[src/rtl/ascon_pkg.sv]
// Shared constants and block type for the ASCON rate-block feeder.
package ascon_pkg;

   localparam int unsigned ASCON_RATE_BYTES = 8;
   localparam int unsigned ASCON_RATE_BITS  = 64;

   typedef struct packed {
      logic [63:0] data;
      logic [3:0]  len;
      logic        last;
   } ascon_blk_t;

endpackage

[src/rtl/ascon_block_fifo.sv]
// Small synchronous FIFO of packed rate blocks; head reads as all-zero when empty.
module ascon_block_fifo
   import ascon_pkg::*;
#(
   parameter int unsigned DEPTH = 2
) (
   input  logic                     clk,
   input  logic                     rst,
   input  logic                     push,
   input  ascon_blk_t               push_blk,
   input  logic                     pop,
   output ascon_blk_t               head,
   output logic                     full,
   output logic                     empty,
   output logic [$clog2(DEPTH):0]   level
);

   localparam int unsigned PW = $clog2(DEPTH);
   localparam int unsigned LW = PW + 1;

   ascon_blk_t          mem_q [DEPTH];
   logic [PW-1:0]       wr_ptr_q, rd_ptr_q;
   logic [LW-1:0]       level_q, level_d;

   always_comb begin
      level_d = level_q;
      unique case ({push, pop})
         2'b10:   level_d = level_q + LW'(1);
         2'b01:   level_d = level_q - LW'(1);
         default: level_d = level_q;
      endcase
   end

   always_ff @(posedge clk) begin
      if (rst) begin
         wr_ptr_q <= '0;
         rd_ptr_q <= '0;
         level_q  <= '0;
      end else begin
         if (push) wr_ptr_q <= wr_ptr_q + PW'(1);
         if (pop)  rd_ptr_q <= rd_ptr_q + PW'(1);
         level_q <= level_d;
      end
   end

   // Storage needs no reset: the head is masked while the FIFO is empty.
   always_ff @(posedge clk) begin
      if (push && !rst) mem_q[wr_ptr_q] <= push_blk;
   end

   assign full  = (level_q == LW'(DEPTH));
   assign empty = (level_q == '0);
   assign level = level_q;
   assign head  = empty ? '0 : mem_q[rd_ptr_q];

endmodule

[src/rtl/ascon_block_packer.sv]
// Packs a byte stream into 64-bit ASCON rate blocks with byte counts and queues them for the core.
module ascon_block_packer
   import ascon_pkg::*;
#(
   parameter int unsigned DEPTH           = 2,
   parameter bit          PAD_EMPTY_BLOCK = 1'b1
) (
   input  logic                     clk,
   input  logic                     RST,
   input  logic [7:0]               in_data,
   input  logic                     in_valid,
   input  logic                     in_last,
   input  logic                     in_empty,
   output logic                     in_ready,
   input  logic                     read,
   output logic [63:0]              blockin,
   output logic [3:0]               datalen,
   output logic                     blk_last,
   output logic                     blk_valid,
   output logic [$clog2(DEPTH):0]   level,
   output logic                     underflow
);

   logic [ASCON_RATE_BITS-1:0] acc_q, acc_d, acc_wr;
   logic [2:0]                 cnt_q, cnt_d;
   logic [3:0]                 cnt_inc;
   logic                       pend_q, pend_d;
   logic                       underflow_q;
   logic                       accept, fifo_push, fifo_pop, fifo_full, fifo_empty;
   ascon_blk_t                 push_blk, head;

   assign in_ready = !RST && !fifo_full && !pend_q;
   assign accept   = in_valid && in_ready;
   assign fifo_pop = read && !fifo_empty;

   always_comb begin
      acc_wr    = acc_q | ({in_data, 56'd0} >> {cnt_q, 3'b000});
      cnt_inc   = {1'b0, cnt_q} + 4'd1;
      acc_d     = acc_q;
      cnt_d     = cnt_q;
      pend_d    = pend_q;
      fifo_push = 1'b0;
      push_blk  = '0;
      if (pend_q) begin
         // Trailing empty block after a full final block; waits for FIFO space.
         if (!fifo_full) begin
            fifo_push     = 1'b1;
            push_blk.last = 1'b1;
            pend_d        = 1'b0;
         end
      end else if (accept) begin
         if (in_last && in_empty) begin
            fifo_push     = PAD_EMPTY_BLOCK;
            push_blk.last = PAD_EMPTY_BLOCK;
         end else if (cnt_inc == 4'(ASCON_RATE_BYTES) || in_last) begin
            fifo_push     = 1'b1;
            push_blk.data = acc_wr;
            push_blk.len  = cnt_inc;
            push_blk.last = in_last && (cnt_inc < 4'(ASCON_RATE_BYTES) || !PAD_EMPTY_BLOCK);
            acc_d         = '0;
            cnt_d         = '0;
            pend_d        = in_last && cnt_inc == 4'(ASCON_RATE_BYTES) && PAD_EMPTY_BLOCK;
         end else begin
            acc_d = acc_wr;
            cnt_d = cnt_inc[2:0];
         end
      end
   end

   always_ff @(posedge clk) begin
      if (RST) begin
         acc_q       <= '0;
         cnt_q       <= '0;
         pend_q      <= 1'b0;
         underflow_q <= 1'b0;
      end else begin
         acc_q  <= acc_d;
         cnt_q  <= cnt_d;
         pend_q <= pend_d;
         if (read && fifo_empty) underflow_q <= 1'b1;
      end
   end

   ascon_block_fifo #(
      .DEPTH (DEPTH)
   ) u_fifo (
      .clk      (clk),
      .rst      (RST),
      .push     (fifo_push),
      .push_blk (push_blk),
      .pop      (fifo_pop),
      .head     (head),
      .full     (fifo_full),
      .empty    (fifo_empty),
      .level    (level)
   );

   assign blockin   = head.data;
   assign datalen   = head.len;
   assign blk_last  = head.last;
   assign blk_valid = !fifo_empty;
   assign underflow = underflow_q;

endmodule
[config.mk]
export PLATFORM = sky130hd
export DESIGN_NAME = ascon_block_packer
export DESIGN_NICKNAME = d
export VERILOG_FILES = /design/src/rtl/ascon_pkg.sv /design/src/rtl/ascon_block_fifo.sv /design/src/rtl/ascon_block_packer.sv
export SDC_FILE = /design/constraint.sdc
export NUM_CORES = 1
export LEC_CHECK = 0
export BUFFER_PORTS_ARGS = -buffer_cell sky130_fd_sc_hd__buf_2
export CORE_MARGIN = 4
export CORE_UTILIZATION = 51
export CTS_BUF_LIST = sky130_fd_sc_hd__clkbuf_8
export CTS_CLUSTER_DIAMETER = 60
export CTS_CLUSTER_SIZE = 20
export DETAILED_ROUTE_END_ITERATION = 6
export PLACE_DENSITY = 0.72
export SLEW_MARGIN = 0
export SYNTH_ARGS = -nofsm -noshare
export SYNTH_HDL_FRONTEND = slang
export SYNTH_SLANG_ARGS = --single-unit
[constraint.sdc]
create_clock -name clk -period 17.8 [get_ports clk]
set_input_delay 1.78 -clock clk [delete_from_list [all_inputs] [get_ports clk]]
set_output_delay 1.78 -clock clk [all_outputs]
set_load 0.02 [all_outputs]
==> impl_metrics.py, run 1 <==
metrics = {
    "finish": {
        "final_area_um2": 9440,
        "multi_input_area_um2": 2740,
        "fin_nets": 763,
        "synthToLayoutAreaGrowth_pct": 9.88,
        "layout-drive-gt1-share_pct": 18.3,
        "antennaDiodeCount": 0,
        "seqCellArea_um2": 5630,
        "fillers": 1376,
    },
    "clock_network": {
        "cts_root_buf": "clkbuf_8",
        "cts_setup_buffers": 0,
        "cts_sinks": 212,
        "cts_resized": 0,
        "cts_tree": "built",
        "cts_hold_buffers": 0,
        "clk_latency_ns": 0.50,
        "path_clk_slew_ns": 0.12,
        "htree_levels": 1,
        "cts_buffers": 15,
        "cts_buffer_depth": 3,
    },
    "floorplan": {
        "io_pins": 88,
        "die_h_um": 138,
        "rows": 47,
        "dieArea_um2": 19000,
        "die_w_um": 138,
        "core_area_um2": 16500,
        "start_util_pct": 52.0,
    },
    "detailed_routing": {
        "vias_per_cell": 5.58,
        "wire_per_inst_um": 18.3,
        "drc_errors": 0,
        "vias": 5444,
        "ant_nets": 0,
        "drt-initial-drc-count": 359,
        "wl_mm": 17.8,
        "dr.pass1.iters": 5,
    },
    "worst_setup_path": {
        "crit_required_ns": 16.02,
        "cp-start-kind": "register",
        "crit_arrival_ns": 2.44,
        "reg2reg_from": "cnt_q[0]$_SDFFE_PP0P_",
        "r2r-end": "u_fifo.mem_q[1][9]$_DFFE_PP_",
        "cp-end-kind": "output port",
        "path_class": "register to output port",
        "reg2reg_setup_slack_ns": 14.77,
        "ff2ff_path_depth": 6,
        "critical_path.max_fanout": 42,
    },
    "global_routing": {
        "grt_max_degree": 68,
        "first_global_vias": 5667,
        "grtUsageTotal_pct": 18.8,
        "antenna_found_initial": 1,
        "grt_pass1_wl_mm": 28.5,
        "grt_overflow_total": 0,
    },
    "pwr": {
        "leakage_nw": 3.14,
        "power_density_nw_per_um2": 102,
        "peakVddDrop_mv": 0.0715,
    },
    "timing": {
        "fin_crit_ns": 4.22,
        "slew_violations": 0,
        "worst_pin_slew_ns": 1.03,
        "rsz0062_at_grt": "no",
        "hold_viol": 0,
        "finalSetupViolations": 0,
        "setup_tns_ns": 0,
        "clock_skew_ns": 0.0261,
        "fin_crit_sh_pct": 23.7,
        "slew_headroom_pct": 31.1,
        "clock.fmax_mhz": 237,
    },
    "synthesis": {
        "yosysUniqueCellTypes": 43,
        "yosys.area.top_type": "edfxtp_1",
        "synth_area_leaders": "edfxtp_1, dfxtp_1, mux2i_1, nor2_1, o2bb2ai_1",
        "yosysWarnings": 0,
        "synth_top_area_share_pct": 48.3,
        "synthArstFlopShare_pct": 0,
        "ys_seq_area_share_pct": 65.5,
        "netlist_area_um2": 8590,
        "synthCells": 686,
        "synth_seq_cells": 212,
        "synth_flop_cell": "edfxtp_1",
        "syn_nets": 702,
        "avgSynthCellArea_um2": 12.5,
        "synth_edf_count": 138,
    },
    "hold_path": {
        "whs_endpoint": "acc_q[45]$_SDFFE_PP0P_",
        "holdPathStages": 1,
        "hp-start": "acc_q[45]$_SDFFE_PP0P_",
        "hold_path.class": "register to register",
    },
    "status": {
        "status": "finished clean",
    },
    "placement": {
        "port_buffers": 87,
        "routabilityCongestion": 0.900,
        "post_dp_cell_area_um2": 9150,
        "dp_hpwl_mm": 11.5,
    },
    "run": {
        "cap_violations": 0,
    },
}
==> flip-flops by register name (all words and copies together) (netlist names), named ones only <==
signal	flops
u_fifo.level	2
u_fifo.rd_ptr_q	1
cnt_q	3
acc_q	64
u_fifo.wr_ptr_q	1
pend_q	1
u_fifo.mem_q	138
underflow	1
==> Yosys cell counts, types with 5 or more instances <==
cell type and number:
buf_2 21, mux2i_1 70, dfxtp_1 74, a21oi_1 67
o2bb2ai_2 10, nand2b_1 9, o2bb2ai_1 46, nor3_1 5
nor2_1 148, clkbuf_1 21, nand2_1 12, edfxtp_1 138
a22o_1 9
==> cell families after synthesis <==
group / synth area share [%]
AO/OA/AOI/OAI: 12.1
XOR/XNOR: 0.510
adder cells (fa/ha/maj): 0.291
buffers and inverters: 2.90
flip-flops: 65.5
multiplexers: 8.16
AND/OR/NAND/NOR: 10.5
==> per-layer routing <==
metal  global-route usage (%)  vias to the layer above  part of all wire, %
met2                     33.8                      117                   51
li1                         -                     2614                    -
met4                     4.50                        2                  1.4
met3                     2.59                       24                  5.9
met5                        0                        -                0.067
met1                     24.1                     2687                   42
==> power breakdown <==
part           total (mW)  switching, mW  internal, mW
Sequential          0.539         0.0114         0.528
Combinational       0.175          0.116        0.0585
Clock               0.248          0.151        0.0974
==> worst max-delay path by stage <==
stage,endpoint,slack (ns),cells past startpoint
CTS,blockin[45],13.53,4
finish,blockin[42],13.58,4
global route,blockin[13],13.43,4
detailed placement,in_ready,13.63,3
floorplan,u_fifo.mem_q[1][0]$_DFFE_PP_,9.69,5
global placement,in_ready,13.63,3
==> stage by stage <==
| step | std cells | utilization [%] | power (mW) | hold WS [ns] | worst slack (ns) |
|---|---|---|---|---|---|
| 2_1_floorplan | 686 | - | 0.674 | 0.433 | 9.69 |
| 3_3_place_gp | 950 | 55.4 | 0.725 | 0.445 | 13.63 |
| 3_5_place_dp | 950 | 55.4 | 0.728 | 0.447 | 13.63 |
| 4_1_cts | 975 | 57.1 | 0.971 | 0.479 | 13.53 |
| 5_1_grt | 975 | 57.1 | 1.00 | 0.487 | 13.43 |
| 6_report | 975 | 57.1 | 0.962 | 0.478 | 13.58 |
==> area by class of cell <==
| type | count | area share, % |
|---|---|---|
| Sequential cell | 212 | 59.7 |
| Clock inverter | 10 | 0.849 |
| Timing Repair Buffer | 95 | 5.25 |
| Clock buffer | 15 | 2.19 |
| Multi-Input combinational cell | 421 | 29.1 |
| Tap cell | 220 | 2.92 |
| Inverter | 2 | 0.0796 |
==> layout by cell type, fill, tap and decap left out, types with 2 or more instances in the layout <==
master,count
inv_1,8
nor2_4,2
a21oi_1,67
o21ai_0,2
or3_1,2
inv_8,2
buf_4,8
buf_2,87
a21boi_0,2
nor3b_2,3
nor2_1,147
xnor2_1,4
and3_1,4
o2bb2ai_2,10
nand3b_2,2
nand3_1,4
clkbuf_8,15
dfxtp_1,73
and3b_1,2
o2bb2ai_1,46
nor3_1,4
nor3_2,2
nand2_1,12
a22o_1,9
nand4_1,2
edfxtp_1,138
mux2i_1,70
nor2b_1,3
nand2b_1,9
ha_1,2
==> worst max-delay path, stage by stage, from the launching register on <==
cell,delay (ns)
dfxtp_4,0.69
buf_4,0.65
mux2i_1,0.31
nor2_1,0.05
buf_2,0.17
No activity file was read; power rests on OpenSTA's default activity.
==> run 2: changes to the inputs <==
- clock period: 17.8 -> 4.1 ns (I/O delays scaled with it)
==> impl_metrics.py, run 2 (synthesis results as in run 1) <==
metrics = {
    "pwr": {
        "power_density_nw_per_um2": 442,
        "clockPowerShare_pct": 26.0,
        "power_switching_share_pct": 29.3,
        "internal_power_mw": 2.96,
        "p_sw_mw": 1.23,
        "power_mw": 4.19,
        "leakage_nw": 3.16,
        "pwr-share-seq_pct": 56.5,
        "combPwrFrac_pct": 17.5,
        "peakVddDrop_mv": 0.303,
    },
    "clock_network": {
        "cts_hold_buffers": 0,
        "cts_tree": "built",
        "cts_resized": 0,
        "cts_buffers": 16,
        "cts_buffer_depth": 3,
        "cts_sinks": 212,
        "clk_latency_ns": 0.50,
        "path_clk_slew_ns": 0.10,
        "htree_levels": 1,
        "cts_setup_buffers": 0,
        "cts_root_buf": "clkbuf_8",
    },
    "timing": {
        "finalSetupViolations": 0,
        "clock.fmax_mhz": 340,
        "hold_viol": 0,
        "rsz0062_at_grt": "no",
        "clock_skew_ns": 0.0290,
        "slew_violations": 0,
        "worst_pin_slew_ns": 1.10,
        "fin_crit_ns": 2.94,
        "holdWs_ns": 0.177,
        "fin_crit_sh_pct": 71.6,
        "slew_headroom_pct": 26.5,
    },
    "floorplan": {
        "io_pins": 88,
        "core_area_um2": 16500,
        "die_w_um": 138,
        "dieArea_um2": 19000,
        "rows": 47,
        "die_h_um": 138,
        "start_util_pct": 52.0,
    },
    "finish": {
        "fin_nets": 765,
        "final_common_cell": "nor2_1",
        "antennaDiodeCount": 0,
        "synthToLayoutAreaGrowth_pct": 10.4,
        "fillers": 1363,
        "largest_reg_flops": 138,
        "top_register": "u_fifo.mem_q",
        "final_cell_mix": "nor2_1, edfxtp_1, buf_2, dfxtp_1, mux2i_1",
        "reg.largest.list": "u_fifo.mem_q (138), acc_q (64), cnt_q (3)",
        "layout-drive-gt1-share_pct": 18.8,
    },
    "worst_setup_path": {
        "cpMaxStageDelayCell": "dfxtp_1",
        "path_class": "register to register",
        "crit_required_ns": 4.23,
        "cp-end-kind": "register",
        "cp-start-kind": "register",
        "path_cells": "ha_1 -> nand4_1 -> nand2b_1 -> a21boi_0 -> nor3b_4 -> buf_4",
        "critical_path.max_fanout": 39,
        "cpPeakStageDelay_ns": 0.68,
        "crit_arrival_ns": 3.06,
    },
    "detailed_routing": {
        "drt-initial-drc-count": 445,
        "vias_per_cell": 5.60,
        "ant_nets": 0,
        "vias": 5482,
        "wire_per_inst_um": 18.2,
        "dr.pass1.iters": 5,
        "wl_mm": 17.8,
        "drc_errors": 0,
    },
    "global_routing": {
        "grt_max_degree": 64,
        "grtUsageTotal_pct": 18.9,
        "grt_overflow_total": 0,
        "first_global_vias": 5474,
        "grt_pass1_wl_mm": 28.5,
        "antenna_found_initial": 0,
    },
    "run": {
        "cap_violations": 0,
    },
    "status": {
        "status": "finished clean",
    },
    "hold_path": {
        "hold_path.class": "input pin to register",
    },
    "placement": {
        "routabilityCongestion": 0.849,
        "dp_hpwl_mm": 11.8,
        "port_buffers": 87,
    },
}
-- run 2: changes by cell type in the layout (fill, tap and decap cells not counted), moves of 2 or more --
cell and delta:
inv_8 -2, clkinv_4 +2, inv_6 +3, clkbuf_8 +2
-- run 2: final cells by class --
class	count	area, um2	share of cell area [%]
multi-input combinational	421	2760	29.1
sequential	212	5630	59.4
inverter	2	7.51	0.0792
tap	220	275	2.90
timing repair buffer	96	503	5.30
clock buffer	17	234	2.47
clock inverter	11	78.8	0.831
-- run 2: per-stage QoR --
stage	setup TNS (ns)	setup slack (ns)	std cells	utilization (%)	cell area (um2)
5_1_grt	0	0.970	979	57.4	9480
4_1_cts	0	1.18	979	57.4	9480
2_1_floorplan	-37.51	-0.291	686	-	8600
3_3_place_gp	0	1.36	951	55.5	9170
6_report	0	1.16	979	57.4	9480
3_5_place_dp	0	1.20	951	55.5	9170
-- run 2: per-layer routing --
metal | vias to the layer above | share of wire [%] | global-route usage (%)
met5 | - | 0 | 0
met4 | 0 | 1.7 | 4.12
met3 | 26 | 6.0 | 2.63
met2 | 166 | 51 | 32.4
met1 | 2667 | 42 | 25.7
li1 | 2623 | - | -
-- run 2: path summary, 6_finish.rpt --
check | from | end | slack [ns] | cells past startpoint
min | read | underflow$_SDFFE_PP0P_ | 0.18 | 3
max reg2reg | cnt_q[1]$_SDFFE_PP0P_ | u_fifo.mem_q[1][16]$_DFFE_PP_ | 1.16 | 6
max | cnt_q[1]$_SDFFE_PP0P_ | u_fifo.mem_q[1][16]$_DFFE_PP_ | 1.16 | 6
min reg2reg | acc_q[37]$_SDFFE_PP0P_ | acc_q[37]$_SDFFE_PP0P_ | 0.47 | 1
-- run 2: critical path: cells and delay by family (launching register included) --
| kind | cells | cell delay (ns) |
|---|---|---|
| AOI/OAI and AO/OA | 1 | 0.28 |
| adders and majority gates | 1 | 0.39 |
| buffers and inverters | 1 | 0.45 |
| DFF | 1 | 0.68 |
| and+or+nand+nor | 3 | 0.72 |
-- run 2: power by group through the flow --
stage               sequential, mW  combinational (mW)  clock [mW]
floorplan                     2.36               0.565           0
global placement              2.42               0.736           0
detailed placement            2.42               0.745           0
CTS                           2.37               0.747        1.12
global route                  2.38               0.800        1.21
finish                        2.37               0.735        1.09
